==> src/rtl/perf_monitor.sv <==
// perf_monitor: run-control FSM plus saturating event counters for the Hack CPU.
// Optional macro PERF_SNAPSHOT_EN builds shadow registers for a coherent display readout.
module perf_monitor #(
    parameter int unsigned PC_WIDTH     = 12,
    parameter int unsigned NUM_CHANNELS = 4,
    parameter int unsigned COUNT_WIDTH  = 32,
    parameter int unsigned FINAL_PC     = 4095,
    parameter int unsigned REGION_BASE  = 0,
    parameter int unsigned REGION_SPAN  = 512,
    parameter bit          AUTO_START   = 1'b1,
    localparam int unsigned SEL_W = (NUM_CHANNELS > 1) ? $clog2(NUM_CHANNELS) : 1
) (
    input  logic                    CLK_50,
    input  logic                    resetN,
    input  logic [PC_WIDTH-1:0]     pc,
    input  logic                    pc_valid,
    input  logic                    write_m,
    input  logic                    start,
    input  logic                    snap,
    input  logic [SEL_W-1:0]        sel,
    output logic [COUNT_WIDTH-1:0]  count_out,
    output logic [NUM_CHANNELS-1:0] overflow,
    output logic                    running,
    output logic                    finished
);
    localparam int unsigned RW = PC_WIDTH + 4;

    typedef enum logic [1:0] {IDLE = 2'd0, RUN = 2'd1, DONE = 2'd2} state_t;

    state_t                   state_q, state_d;
    logic                     clear_c;
    logic                     count_en_c;
    logic [NUM_CHANNELS-1:0]  ev_c;
    logic [COUNT_WIDTH-1:0]   cnt_q [NUM_CHANNELS];
    logic [NUM_CHANNELS-1:0]  ovf_q;
    logic [PC_WIDTH-1:0]      last_pc_q;
    logic                     have_last_q;
    logic [COUNT_WIDTH-1:0]   read_c;

    // Next state; clear_c marks every edge that (re)enters RUN.
    always_comb begin
        state_d = state_q;
        clear_c = 1'b0;
        case (state_q)
            IDLE: begin
                if (AUTO_START || start) begin
                    state_d = RUN;
                    clear_c = 1'b1;
                end
            end
            RUN: begin
                if (start) begin
                    clear_c = 1'b1;
                end else if (pc_valid && (pc == PC_WIDTH'(FINAL_PC))) begin
                    state_d = DONE;
                end
            end
            DONE: begin
                if (start) begin
                    state_d = RUN;
                    clear_c = 1'b1;
                end
            end
            default: state_d = IDLE;
        endcase
    end

    assign count_en_c = (state_q == RUN) && !start;

    // Per-channel event decode
    for (genvar k = 0; k < NUM_CHANNELS; k++) begin : g_ev
        if (k == 0) begin : g_cycle
            assign ev_c[k] = 1'b1;
        end else if (k == 1) begin : g_retire
            assign ev_c[k] = pc_valid;
        end else if (k == 2) begin : g_write
            assign ev_c[k] = pc_valid && write_m;
        end else if (k == 3) begin : g_jump
            assign ev_c[k] = pc_valid && have_last_q &&
                             (pc != PC_WIDTH'(last_pc_q + PC_WIDTH'(1)));
        end else begin : g_region
            // Bounds are widened so the top region's upper limit cannot wrap to zero.
            localparam logic [RW-1:0] LO = RW'(REGION_BASE + (k - 4) * REGION_SPAN);
            localparam logic [RW-1:0] HI = RW'(REGION_BASE + (k - 3) * REGION_SPAN);
            assign ev_c[k] = pc_valid && (RW'(pc) >= LO) && (RW'(pc) < HI);
        end
    end

    // Saturating counters, sticky overflow and last retired PC
    always_ff @(posedge CLK_50 or negedge resetN) begin
        if (!resetN) begin
            for (int i = 0; i < NUM_CHANNELS; i++) cnt_q[i] <= '0;
            ovf_q       <= '0;
            last_pc_q   <= '0;
            have_last_q <= 1'b0;
        end else if (clear_c) begin
            for (int i = 0; i < NUM_CHANNELS; i++) cnt_q[i] <= '0;
            ovf_q       <= '0;
            have_last_q <= 1'b0;
        end else if (count_en_c) begin
            for (int i = 0; i < NUM_CHANNELS; i++) begin
                if (ev_c[i]) begin
                    if (&cnt_q[i]) ovf_q[i] <= 1'b1;
                    else           cnt_q[i] <= cnt_q[i] + COUNT_WIDTH'(1);
                end
            end
            if (pc_valid) begin
                last_pc_q   <= pc;
                have_last_q <= 1'b1;
            end
        end
    end

`ifdef PERF_SNAPSHOT_EN
    logic [COUNT_WIDTH-1:0]  shadow_q [NUM_CHANNELS];
    logic [NUM_CHANNELS-1:0] shadow_ovf_q;

    // Shadows capture pre-edge values, so a snap alongside start keeps the old run.
    always_ff @(posedge CLK_50 or negedge resetN) begin
        if (!resetN) begin
            for (int i = 0; i < NUM_CHANNELS; i++) shadow_q[i] <= '0;
            shadow_ovf_q <= '0;
        end else if (snap) begin
            for (int i = 0; i < NUM_CHANNELS; i++) shadow_q[i] <= cnt_q[i];
            shadow_ovf_q <= ovf_q;
        end
    end

    always_comb begin
        read_c = '0;
        for (int i = 0; i < NUM_CHANNELS; i++) begin
            if (sel == SEL_W'(i)) read_c = shadow_q[i];
        end
    end

    assign overflow = shadow_ovf_q;
`else
    logic unused_snap;
    assign unused_snap = snap;

    always_comb begin
        read_c = '0;
        for (int i = 0; i < NUM_CHANNELS; i++) begin
            if (sel == SEL_W'(i)) read_c = cnt_q[i];
        end
    end

    assign overflow = ovf_q;
`endif

    // State register and registered outputs
    always_ff @(posedge CLK_50 or negedge resetN) begin
        if (!resetN) begin
            state_q   <= IDLE;
            running   <= 1'b0;
            finished  <= 1'b0;
            count_out <= '0;
        end else begin
            state_q   <= state_d;
            running   <= (state_d == RUN);
            finished  <= (state_d == DONE);
            count_out <= read_c;
        end
    end

endmodule

==> config.mk <==
export PLATFORM = sky130hd
export DESIGN_NAME = perf_monitor
export DESIGN_NICKNAME = d
export VERILOG_FILES = /design/src/rtl/perf_monitor.sv
export SDC_FILE = /design/constraint.sdc
export NUM_CORES = 1
export LEC_CHECK = 0
export ABC_AREA = 1
export ABC_CLOCK_PERIOD_IN_PS = 4400
export CAP_MARGIN = 10
export CORE_MARGIN = 4
export CORE_UTILIZATION = 35
export DETAILED_ROUTE_END_ITERATION = 10
export GPL_TIMING_DRIVEN = 0
export HOLD_SLACK_MARGIN = 0.15
export PLACE_DENSITY_LB_ADDON = 0.2
export SETUP_SLACK_MARGIN = 0.2
export SLEW_MARGIN = 40
export SYNTH_ARGS = -nofsm -noshare
export SYNTH_HDL_FRONTEND = slang
export SYNTH_SLANG_ARGS = --single-unit
export TNS_END_PERCENT = 30
==> constraint.sdc <==
create_clock -name CLK_50 -period 4.4 [get_ports CLK_50]
set_input_delay 0.88 -clock CLK_50 [delete_from_list [all_inputs] [get_ports CLK_50]]
set_output_delay 0.88 -clock CLK_50 [all_outputs]
set_load 0.03 [all_outputs]
==> After elaboration in Yosys (flattened, before gate mapping) <==
Index checks and enable logic that the tools add are counted.
{ "word_totals": {"elab_cells": 95, "output_inout_bits": 38, "regBits": 181, "inputBits": 20} }
{ "classes": {"muxes": 31, "bitwise": 1, "reduce_logical": 31, "n_eq_ne": 13, "n_addsub": 5} }
{ "ops": {"columns": ["op", "n"], "rows": [
  ["$mux W32", 11],
  ["$mux W128", 2],
  ["$add A32 B1 Y32 const B", 4],
  ["$reduce_and A32 Y1", 4],
  ["$reduce_and A3 Y1", 7],
  ["$reduce_bool A2 Y1", 8],
  ["$add A12 B1 Y12 const B", 1],
  ["$eq A12 B12 Y1 const B", 1],
  ["$ne A12 B12 Y1", 1],
  ["$mux W1", 11],
  ["$eq A2 B2 Y1 const B", 4],
  ["$mux W4", 2],
  ["$ne A2 B2 Y1 const B", 4],
  ["$eq A2 B1 Y1 const B", 3],
  ["$mux W2", 3],
  ["$pmux W2 S3", 1],
  ["$reduce_and A2 Y1", 3],
  ["$logic_and A1 B1 Y1", 5],
  ["$logic_not A2 Y1", 2],
  ["$pmux W1 S2", 1],
  ["$reduce_or A2 Y1", 1],
  ["$logic_not A1 Y1", 1],
  ["$not A1 Y1", 1]
]} }

==> Depth between registers and ports, before layout <==
Gate-level depths: netlist of the first run.
{ "depth": {"word_depth": 6, "depth_mapped": 16, "mapped_depth_nobuf": 15} }

==> Worst setup path after synthesis of the first run <==
Ideal clock, no wire load.
{ "synth_timing": {"path_type": "input to register", "startpoint": "in start", "endpoint": "reg cnt_q[32] (netlist name)", "arrival_time_ps": 1970, "required_time_ps": 4268, "setup_time_ps": 132, "n_path_buf": 2, "path_stages": 7, "slack_ps": 2298, "path_cell_list": "nand2_1 > a21oi_4 > inv_2 > clkbuf_1 > clkbuf_1 > nand3_1 > o21ai_0"} }
{ "synth_between": {"elab_chain_len": 4, "elab_cells_between_ends": 9, "cone_classes": "eq/ne (1); mux (3); reduce/logical (5)"} }
{ "synth_rtl": {"columns": ["element", "line_no", "text"], "rows": [
  ["start: declaration", "18", "input logic start,"],
  ["$mux W1 / $logic_not A1 Y1 (equally long branches)", "52, 59, 68", null],
  ["$pmux W1 S2 / $logic_and A1 B1 Y1 (equally long branches)", "44, 68", null],
  ["$ne A2 B2 Y1 (no source line) / $reduce_bool A2 Y1 (equally long branches)", null, null],
  ["$reduce_and A3 Y1 (no source line)", null, null],
  ["end signal: indexed assignment", "104", "else cnt_q[i] <= cnt_q[i] + COUNT_WIDTH'(1);"],
  ["end: declaration", "34", "logic [COUNT_WIDTH-1:0] cnt_q [NUM_CHANNELS];"]
]} }
Several ways; a longest one is shown, not always the timed one.
A chain may end at the register's enable or synchronous reset.

==> Worst setup path in the final report of the first run <==
{ "layout_timing": {"startpoint": "in start", "endpoint": "reg cnt_q[70] (netlist name)"} }
Same word-level chain as after synthesis.

==> results of run 1 <==
==> cell usage in the layout, fill, tap and decap left out, types with 13 or more instances in the layout <==
cell type,n
a21oi_1,37
clkbuf_1,29
clkbuf_16,17
clkdlybuf4s50_1,55
dfrtp_1,181
inv_1,164
nand2_1,414
nand3_1,111
nand4_1,69
nor2_1,173
nor3_1,74
o21ai_0,74
o21ai_2,20
o22ai_1,22
o31ai_1,22
xnor2_1,13
xor2_1,46
==> path summary, 6_finish.rpt <==
path                                         start                 endpoint  slack, ns
setup / recovery                             start    cnt_q[70]$_DFFE_PN0P_       1.17
hold / removal                              resetN   cnt_q[122]$_DFFE_PN0P_       0.21
setup reg to reg              state_q[0]$_DFF_PN0_    cnt_q[48]$_DFFE_PN0P_       1.38
hold reg to reg            overflow[1]$_DFFE_PN0P_  overflow[1]$_DFFE_PN0P_       0.50
max in group asynchronous                   resetN    cnt_q[15]$_DFFE_PN0P_       3.38
min in group CLK_50        overflow[1]$_DFFE_PN0P_  overflow[1]$_DFFE_PN0P_       0.50
==> synthesized netlist by cell type, drive strengths merged (13+ instances only) <==
master | number | area [sq um]
nor2 | 181 | 723
o22ai | 22 | 138
nand4 | 71 | 457
xnor2 | 13 | 114
buf | 20 | 156
clkbuf | 30 | 114
dfrtp | 181 | 4530
o21ai | 98 | 566
a21oi | 38 | 201
xor2 | 46 | 403
inv | 173 | 649
nand3 | 116 | 606
o31ai | 22 | 165
nor3 | 79 | 427
nand2 | 421 | 1610
==> state kept, by name (all words and copies together), names as in the netlist <==
register     cells
cnt_q          128
count_out       32
last_pc_q       12
overflow         4
state_q          2
finished         1
have_last_q      1
running          1
==> cells by family after synthesis <==
logic type / share of synthesized area [%]
AND/OR/NAND/NOR: 35.1
buffers and inverters: 8.15
AO/OA/AOI/OAI: 10.9
flip-flops: 39.8
XOR/XNOR: 4.54
adder cells (fa/ha/maj): 0.990
multiplexers: 0.495
==> layer usage <==
metal  GRT usage, %  vias to the layer above  wire [um]
met5              0                        -         13
met4           7.32                        2       1030
met3           4.35                       66       2730
met2           37.2                      434      19000
met1           31.9                     5524      18200
li1               -                     5370          -
==> per-stage QoR <==
stage | instances | instance area [sq um] | util (%)
2_1_floorplan | 1572 | 11400 | -
3_3_place_gp | 2063 | 12500 | 39.3
3_5_place_dp | 2066 | 12600 | 39.5
4_1_cts | 2097 | 13200 | 41.5
5_1_grt | 2097 | 13200 | 41.5
6_report | 2098 | 13200 | 41.5
==> power by group through the flow <==
stage	Combinational, mW	Sequential, mW	Clock [mW]
after floorplan	0.964	1.91	0
after global placement	1.55	1.93	0
after detailed placement	1.57	1.93	0
after CTS	1.57	1.90	1.69
after global routing	1.73	1.92	1.76
final	1.58	1.90	1.66
==> cell type report <==
class,count,area (sq um)
tap,435,544
sequential,181,4530
clock buffer,18,429
buffer,50,272
inverter,175,657
multi-input combinational,1166,5920
fill,3305,18600
timing repair buffer,59,648
clock inverter,13,183
antenna,1,2.50
==> metrics, run 1 <==
via count=11396; DR pass1 iterations=6; Peak VDD IR=0.267 mV; Slew @ Worst Pin=0.891 ns; Crit Path Class=in -> reg; Routability Congestion=0.972; worst-path cell chain=clkdlybuf4s50_1 > nand2_1 > a21oi_4 > inv_2 > clkbuf_1 > clkbuf_1 > nand3_1 > o21ai_0; slowest stage cell on the critical path=clkdlybuf4s50_1; CTS H-Tree Depth=4; overall power=5.13 mW; Net Sw Power=2.00 mW; Setup TNS=0 ns; Seq/Total Area, Yosys=39.8%; post-CTS setup buffer count=0; final-report hold violation count=0; critical path's largest stage delay=0.58 ns; root buf cell=clkbuf_16; core area=31800 sq um; hold buffer count at CTS=0; worst path required time=4.71 ns; Worst Skew=0.00892 ns; FF+latch count, synth=181; share of cells above drive strength 1=7.28%; DRC=0; port buffer count=56; vias in the first global route=11009; Clk pwr share=32.3%; worst-skew pair later-pin latency=0.45 ns; Setup violations, final=0; Mapped Avg Cell Area=7.24 sq um; max_slew headroom=40.6%; antenna violations before repair=1; Arr. time, crit path=3.54 ns; largest net degree at the start of global routing=69; crit path max fanout=10; CP top delay family=buffers and inverters; Die Span X=188 um; Cell Area, Synth=11400 sq um; die area=35500 sq um; Yosys warning count=0; P_leak=5.41 nW; HP Class=in -> async; Internal Power=3.14 mW; CP bufs+invs=4; DRT iter0 DRCs=1254; PD cells=389 nW/um^2; number of core rows=65; GRT Total Usage=23.2%; Final ANT Viol Nets=0; Final Slew Violations=0; Comb power frac=30.7%; CTS resizes=0; Initial Utilization=35.8%; Mapped Nets=1601; clk sinks=181; crit start category=input port; CTS tree=done; sw frac=38.9%; status=finished clean; Seq pwr share=37.0%; Fmax achieved=0.310 GHz; Longest Clk Path Bufs=2; Final Cycle Share=73.4%; chip height=188 um; pre-CTS WS=0.745 ns; setup slack after layout=1.17 ns; WL final=40.9 mm; share of flip-flops with an asynchronous set or reset=100%; via/cell ratio=5.43; clock slew at reported path FFs=0.07 ns; RSZ-0062 raised after global routing=no; Most common cell on crit path=clkbuf_1; dpl hpwl=31.6 mm; post-route minimum period=3.23 ns; Gate Count Post-Synth=1572; EDFF count, synth=0; Worst setup EP type=flop; Worst R2R Path Depth=9; Max-Cap Viols=0; Top FF cell, synth=dfrtp_1; first-pass GRT wire length=64.3 mm; total gr overflow=0; wire length per cell=19.5 um; area grow syn2layout=15.9%; CTS Buf Count=17; Distinct cells, synth=50; Fin Hold WS=0.209 ns; Layout Nets=1679; instance count on the critical path=8; I/O pins=58
Note: power is estimated with default switching activity, not from simulation.
==> inputs of run 2 (changes only) <==
ABC_CLOCK_PERIOD_IN_PS = 3100   (was 4400)
clock period = 3.1 ns   (was 4.4 ns; I/O delays follow)
==> run 2 against run 1 <==
- die area unchanged
- register-to-register slack got worse by 0.91 ns
- combinational power increased by 44%
- non-clock buffer count increased by 4
- worst setup slack got worse by 0.75 ns
- flip-flop and latch count unchanged
- sequential power increased by 42%
- final cell count increased by 0.14%
- first-iteration DRC count decreased by 9.2%
- power increased by 43%
- clock power increased by 42%
- critical endpoint is now count_out[10]$_DFF_PN0_
==> metrics, run 2 (synthesis results as in run 1) <==
utilization after layout=41.6% (+0.11 points); Comb power frac=31.1% (+0.4 points); I/O pins=58 (unchanged); CTS tree=done; status=finished clean; Die Span X=188 um (unchanged); Fmax achieved=0.373 GHz; GRT Total Usage=23.2% (about the same); DRC=0 (unchanged); critical path's largest stage delay=0.60 ns (+0.02 ns); core area=31800 sq um (unchanged); max reg flops=128 (unchanged); worst path required time=3.43 ns (-1.28 ns); Initial Utilization=35.8% (unchanged); Arr. time, crit path=3.01 ns (-0.53 ns); vias in the first global route=11017 (+0.073%); antenna violations before repair=1 (unchanged); number of core rows=65 (unchanged); M1 GR Usage=31.9% (about the same); DR pass1 iterations=6 (unchanged); Regs by FF count=cnt_q (128), count_out (32), last_pc_q (12); via count=11387 (-0.079%); final-report hold violation count=0 (unchanged); GR peak layer=met2; largest net degree at the start of global routing=69 (unchanged); Final Cycle Share=86.6%; CP top delay family=buffers and inverters; pre-CTS WS=-0.295 ns (-1.04 ns); Net Sw Power=2.86 mW (+43%); Internal Power=4.48 mW (+43%); Max-Cap Viols=0 (unchanged); most common cell after layout, fill and taps aside=nand2_1; CTS H-Tree Depth=4 (unchanged); HP Class=reg -> reg; Final Slew Violations=0 (unchanged); overall power=7.34 mW (+43%); Seq pwr share=36.8% (-0.2 points); Final ANT Viol Nets=0 (unchanged); share of cells above drive strength 1=7.68% (+0.40 points); Worst Skew=0.00929 ns (+0.000366 ns); Setup violations, final=0 (unchanged); total gr overflow=0 (unchanged); Routability Congestion=0.972 (unchanged); met2 Track Usage GR=37.3% (about the same); max_slew headroom=40.1% (-0.53 points); crit path max fanout=10 (unchanged); Clk pwr share=32.2% (about the same); Longest Clk Path Bufs=2 (unchanged); worst-skew pair later-pin latency=0.45 ns (about the same); worst-path cell chain=clkdlybuf4s50_1 > nor2_1 > inv_1 > clkbuf_1 > o22ai_1 > a21oi_1 > o21ai_0; area grow syn2layout=16.2%; post-route minimum period=2.68 ns; root buf cell=clkbuf_16; diode count=0 (-1); CTS Buf Count=17 (unchanged); first-pass GRT wire length=64.3 mm (about the same); Crit Path Class=in -> reg; via/cell ratio=5.42 (-0.22%); setup slack after layout=0.416 ns (-0.755 ns); CP bufs+invs=3 (-1); Setup TNS=0 ns (unchanged); chip height=188 um (unchanged); Peak VDD IR=0.380 mV (+42%); crit start category=input port; WL final=41.0 mm (about the same); most frequent cells in the layout=414 x nand2_1, 181 x dfrtp_1, 173 x nor2_1, 164 x inv_1, 111 x nand3_1; die area=35500 sq um (unchanged); port buffer count=56 (unchanged); RSZ-0062 raised after global routing=no; Worst setup EP type=flop; R2R Setup Slk=0.47 ns (-0.91 ns); Largest Register=cnt_q; P_leak=5.45 nW (+0.56%); clk sinks=181 (unchanged); grt met3 use=4.33% (-0.019 points); Layout Nets=1683 (+0.24%); dpl hpwl=31.6 mm (unchanged); slowest stage cell on the critical path=nor2_1; PD cells=555 nW/um^2 (+43%); Slew @ Worst Pin=0.899 ns (+0.00794 ns); sw frac=38.9% (about the same); DRT iter0 DRCs=1139 (-9.2%); clock slew at reported path FFs=0.07 ns (about the same); wire length per cell=19.5 um (about the same)
## run 2: cell types whose count changed in the layout (fill, tap and decap cells not counted)
cell and delta:
diode_2 -1, buf_4 +3, clkbuf_2 +4, dlygate4sd3_1 +1
buf_1 -1, clkbuf_1 -3
## run 2: final timing paths
check / endpoint / from / depth (start not counted)
max in group asynchronous: cnt_q[22]$_DFFE_PN0P_ / resetN / 4
worst min register to register: overflow[1]$_DFFE_PN0P_ / overflow[1]$_DFFE_PN0P_ / 1
worst max register to register: cnt_q[89]$_DFFE_PN0P_ / cnt_q[64]$_DFFE_PN0P_ / 12
worst max-delay path: count_out[10]$_DFF_PN0_ / sel[0] / 7
worst min-delay path: overflow[1]$_DFFE_PN0P_ / overflow[1]$_DFFE_PN0P_ / 1
min in group asynchronous: cnt_q[122]$_DFFE_PN0P_ / resetN / 2
## run 2: layer usage
layer	share of wire, %	up-vias
li1	-	5372
met1	45	5461
met2	46	477
met3	6.8	75
met4	2.8	2
met5	0.032	-
## run 2: power groups by stage
stage	sequential [mW]	combinational (mW)	clock, mW
finish	2.70	2.28	2.36
global route	2.72	2.49	2.50
CTS	2.69	2.23	2.40
detailed placement	2.74	2.22	0
global placement	2.74	2.20	0
floorplan	2.72	1.37	0
## run 2: area by class of cell
class / instances / area, sq um
sequential: 181 / 4530
timing repair buffer: 63 / 681
inverter: 175 / 657
tap: 435 / 544
fill: 3305 / 18600
clock inverter: 13 / 183
clock buffer: 18 / 429
multi-input combinational: 1166 / 5920
buffer: 50 / 277
## run 2: what timing repair did
item / 4_1_cts / 5_1_grt
gates cloned: 0 / 0
hold buffers: 1 / 0
hold endpoints to repair: 2 / 0
gates resized for setup: 1 / 6
endpoints found under the setup margin: 5 / 34
setup buffers: 0 / 3
pin swaps: 0 / 1
## run 2: worst reg2reg max path: stages (launching register included)
cell and delay (ns):
dfrtp_1 0.44, ha_1 0.22, nand3_2 0.15, nor2_2 0.27, inv_1 0.13, nor3_1 0.24, nand2_1 0.27, nand2_1 0.20
nand2_2 0.10, buf_6 0.17, buf_6 0.15, nand4_1 0.07, o21ai_0 0.10
## run 2: metrics by stage
stage          instance area, sq um  std cells  hold WS, ns
2_1_floorplan                 11400       1572        0.324
3_3_place_gp                  12500       2063        0.478
3_5_place_dp                  12600       2066        0.416
4_1_cts                       13200       2098        0.503
5_1_grt                       13200       2101        0.524
6_report                      13200       2101        0.496
==> inputs of run 3 (changes only) <==
ABC_AREA = not set   (was 1)
==> run 3 against run 2 <==
- first-iteration DRC count is 49% lower
- global-route usage is 5.4 points lower
- die area is 15% lower
- final cell count is 35% lower
- core utilization is 0.48 points higher
- largest cell class unchanged
- largest power group unchanged
- highest routed layer is now met4
==> metrics, run 3 <==
Top FF cell, synth=dfrtp_1; M1 GR Usage=25.6% (-6.3 points); vias in the first global route=7310 (-34%); CTS Buf Count=17 (unchanged); Final Slew Violations=0 (unchanged); Cell Area, Synth=9620 sq um (-15%); Largest Register=cnt_q; worst-skew pair later-pin latency=0.44 ns (about the same); Distinct cells, synth=53 (+6.0%); via count=7587 (-33%); Yosys warning count=0 (unchanged); clk sinks=181 (unchanged); chip height=174 um (-7.7%); EDFF count, synth=0 (unchanged); worst path required time=3.39 ns (-0.04 ns); Arr. time, crit path=3.18 ns (+0.17 ns); first-pass GRT wire length=42.6 mm (-34%); port buffer count=54 (-3.6%); placement-stage cell area=10600 sq um (-15%); most common cell after layout, fill and taps aside=dfrtp_1; leading area contributor after synthesis=dfrtp_1; PD cells=577 nW/um^2 (+4.0%); count leader, synth=dfrtp_1; Setup violations, final=0 (unchanged); Synth top cells by count=181 x dfrtp_1, 108 x nor2_1, 61 x nand2_1, 55 x nand4_1, 52 x xor2_1; Worst Skew=0.0131 ns (+0.00386 ns); die area=30200 sq um (-15%); share of flip-flops with an asynchronous set or reset=100% (unchanged); Seq/Total Area, Yosys=47.1% (+7.3 points); antenna violations before repair=0 (-1); crit path max fanout=7 (-3); Final Non-Filler Cells=1376 (-35%); Initial Utilization=35.6% (-0.18 points); HP Class=reg -> reg; most frequent cells in the layout=181 x dfrtp_1, 107 x nor2_1, 61 x nand2_1, 55 x nand4_1, 53 x clkdlybuf4s50_1; number of core rows=60 (-7.7%); max_slew headroom=41.5% (+1.4 points); Mapped Avg Cell Area=10.2 sq um (+41%); clock slew at reported path FFs=0.07 ns (about the same); # placed instances=1339 (-35%); grt met3 use=3.18% (-1.2 points); CTS tree=done; Die Span X=174 um (-7.7%); diode count=0 (unchanged); Layout Nets=1051 (-38%); post-route minimum period=2.89 ns (+0.211 ns); largest net degree at the start of global routing=74 (+7.2%); final-report hold violation count=0 (unchanged); CTS H-Tree Depth=4 (unchanged); area grow syn2layout=18.1%; Worst setup EP type=flop; GR peak layer=met2; via/cell ratio=5.51 (+1.7%); dpl hpwl=20.1 mm (-36%); Routability Congestion=0.850 (-13%); Setup TNS=0 ns (unchanged); Fmax achieved=0.345 GHz (-7.3%); GRT Total Usage=17.9% (-5.4 points); share of the synthesized area in the top cell type=47.1% (+7.3 points); Final ANT Viol Nets=0 (unchanged); Slew @ Worst Pin=0.871 ns (-0.0277 ns); wire length per cell=19.3 um (-0.89%); max reg flops=128 (unchanged); Longest Clk Path Bufs=2 (unchanged); root buf cell=clkbuf_16; # fillers=2631 (-20%); synth top area cells=dfrtp_1 47%, mux4_2 7.5%, xor2_1 4.7%, nor2_1 4.2%, nand4_1 3.6%; crit start category=input port; FF+latch count, synth=181 (unchanged); DRC=0 (unchanged); share of cells above drive strength 1=10.7% (+3.0 points); status=finished clean; overall power=6.56 mW (-11%); WL final=26.6 mm (-35%); Peak VDD IR=0.346 mV (-8.8%); Gate Count Post-Synth=942 (-40%); core area=27000 sq um (-15%); total gr overflow=0 (unchanged); RSZ-0062 raised after global routing=yes; I/O pins=58 (unchanged); DRT iter0 DRCs=579 (-49%); Regs by FF count=cnt_q (128), count_out (32), last_pc_q (12); P_leak=4.53 nW (-17%); Mapped Nets=971 (-39%); Max-Cap Viols=0 (unchanged); fin area=11400 sq um (-14%); Crit Path Class=in -> reg; DR pass1 iterations=5 (-1); met2 Track Usage GR=28.6% (-8.6 points); Final Cycle Share=93.4% (+6.8 points)
-- run 3: cell count changes after synthesis, sizes merged, moves of 28 or more --
cell,previous run,this run
nand3,116,41
nor3,79,18
mux4,0,32
or3,0,28
o21ai,98,37
and3,1,32
inv,173,15
nand2,421,61
nor2,181,108
-- run 3: per-layer routing --
layer / part of all wire (%) / up-vias
li1: - / 3627
met1: 47 / 3769
met2: 47 / 171
met3: 4.5 / 20
met4: 1.1 / 0
met5: 0 / -
-- run 3: cells by family after synthesis --
family / count (synthesis) / synth area share, %
xor gates and xnor gates: 91 / 8.28
buffers and inverters: 67 / 2.99
muxes: 46 / 9.08
and+or+nand+nor: 420 / 23.1
adders and majority gates: 9 / 1.17
AOI/OAI and AO/OA: 128 / 8.28
DFF: 181 / 47.1
-- run 3: path summary, 6_finish.rpt --
path	start	end	slack, ns	depth (start not counted)
min reg2reg	overflow[0]$_DFFE_PN0P_	overflow[0]$_DFFE_PN0P_	0.52	2
max	pc_valid	cnt_q[63]$_DFFE_PN0P_	0.21	9
min in group asynchronous	resetN	last_pc_q[4]$_DFFE_PN0P_	0.66	2
max in group asynchronous	resetN	cnt_q[127]$_DFFE_PN0P_	1.40	4
min	overflow[0]$_DFFE_PN0P_	overflow[0]$_DFFE_PN0P_	0.52	2
max reg2reg	state_q[1]$_DFF_PN0_	cnt_q[91]$_DFFE_PN0P_	0.22	10
-- run 3: through the flow --
| stage | hold WS [ns] | worst slack, ns | utilization [%] |
|---|---|---|---|
| 2_1_floorplan | 0.324 | 0.554 | - |
| 3_3_place_gp | 0.489 | -6.42 | 39.2 |
| 3_5_place_dp | 0.500 | -0.718 | 39.4 |
| 4_1_cts | 0.521 | 0.158 | 41.8 |
| 5_1_grt | 0.559 | 0.00362 | 42.1 |
| 6_report | 0.520 | 0.205 | 42.1 |
-- run 3: power by group --
part / internal (mW) / total, mW / switching, mW
Combinational: 0.525 / 1.63 / 1.11
Clock: 1.29 / 2.31 / 1.02
Sequential: 2.49 / 2.62 / 0.129
Total: 4.31 / 6.56 / 2.25
-- run 3: timing repair --
item	CTS	global route
hold buffers	1	0
setup buffers	0	4
setup endpoints to repair	47	53
endpoints found under the hold margin	49	0
gates resized for setup	9	8
pin swaps	0	1
-- run 3: worst max-delay path, cell delays in order --
cell             delay, ns
clkdlybuf4s50_1       0.62
and3b_1               0.36
nand2_1               0.16
nor3b_1               0.44
and3_1                0.26
clkbuf_1              0.33
nand4_1               0.17
xor2_1                0.17
nor2_1                0.05
-- run 3: layout make-up --
cell class	count	area [sq um]	area share, %
Multi-Input combinational cell	694	4850	42.7
Sequential cell	181	4530	39.8
Timing Repair Buffer	61	641	5.64
Clock buffer	18	429	3.78
Tap cell	341	427	3.75
Buffer	52	243	2.14
Clock inverter	14	189	1.66
Inverter	15	56.3	0.495
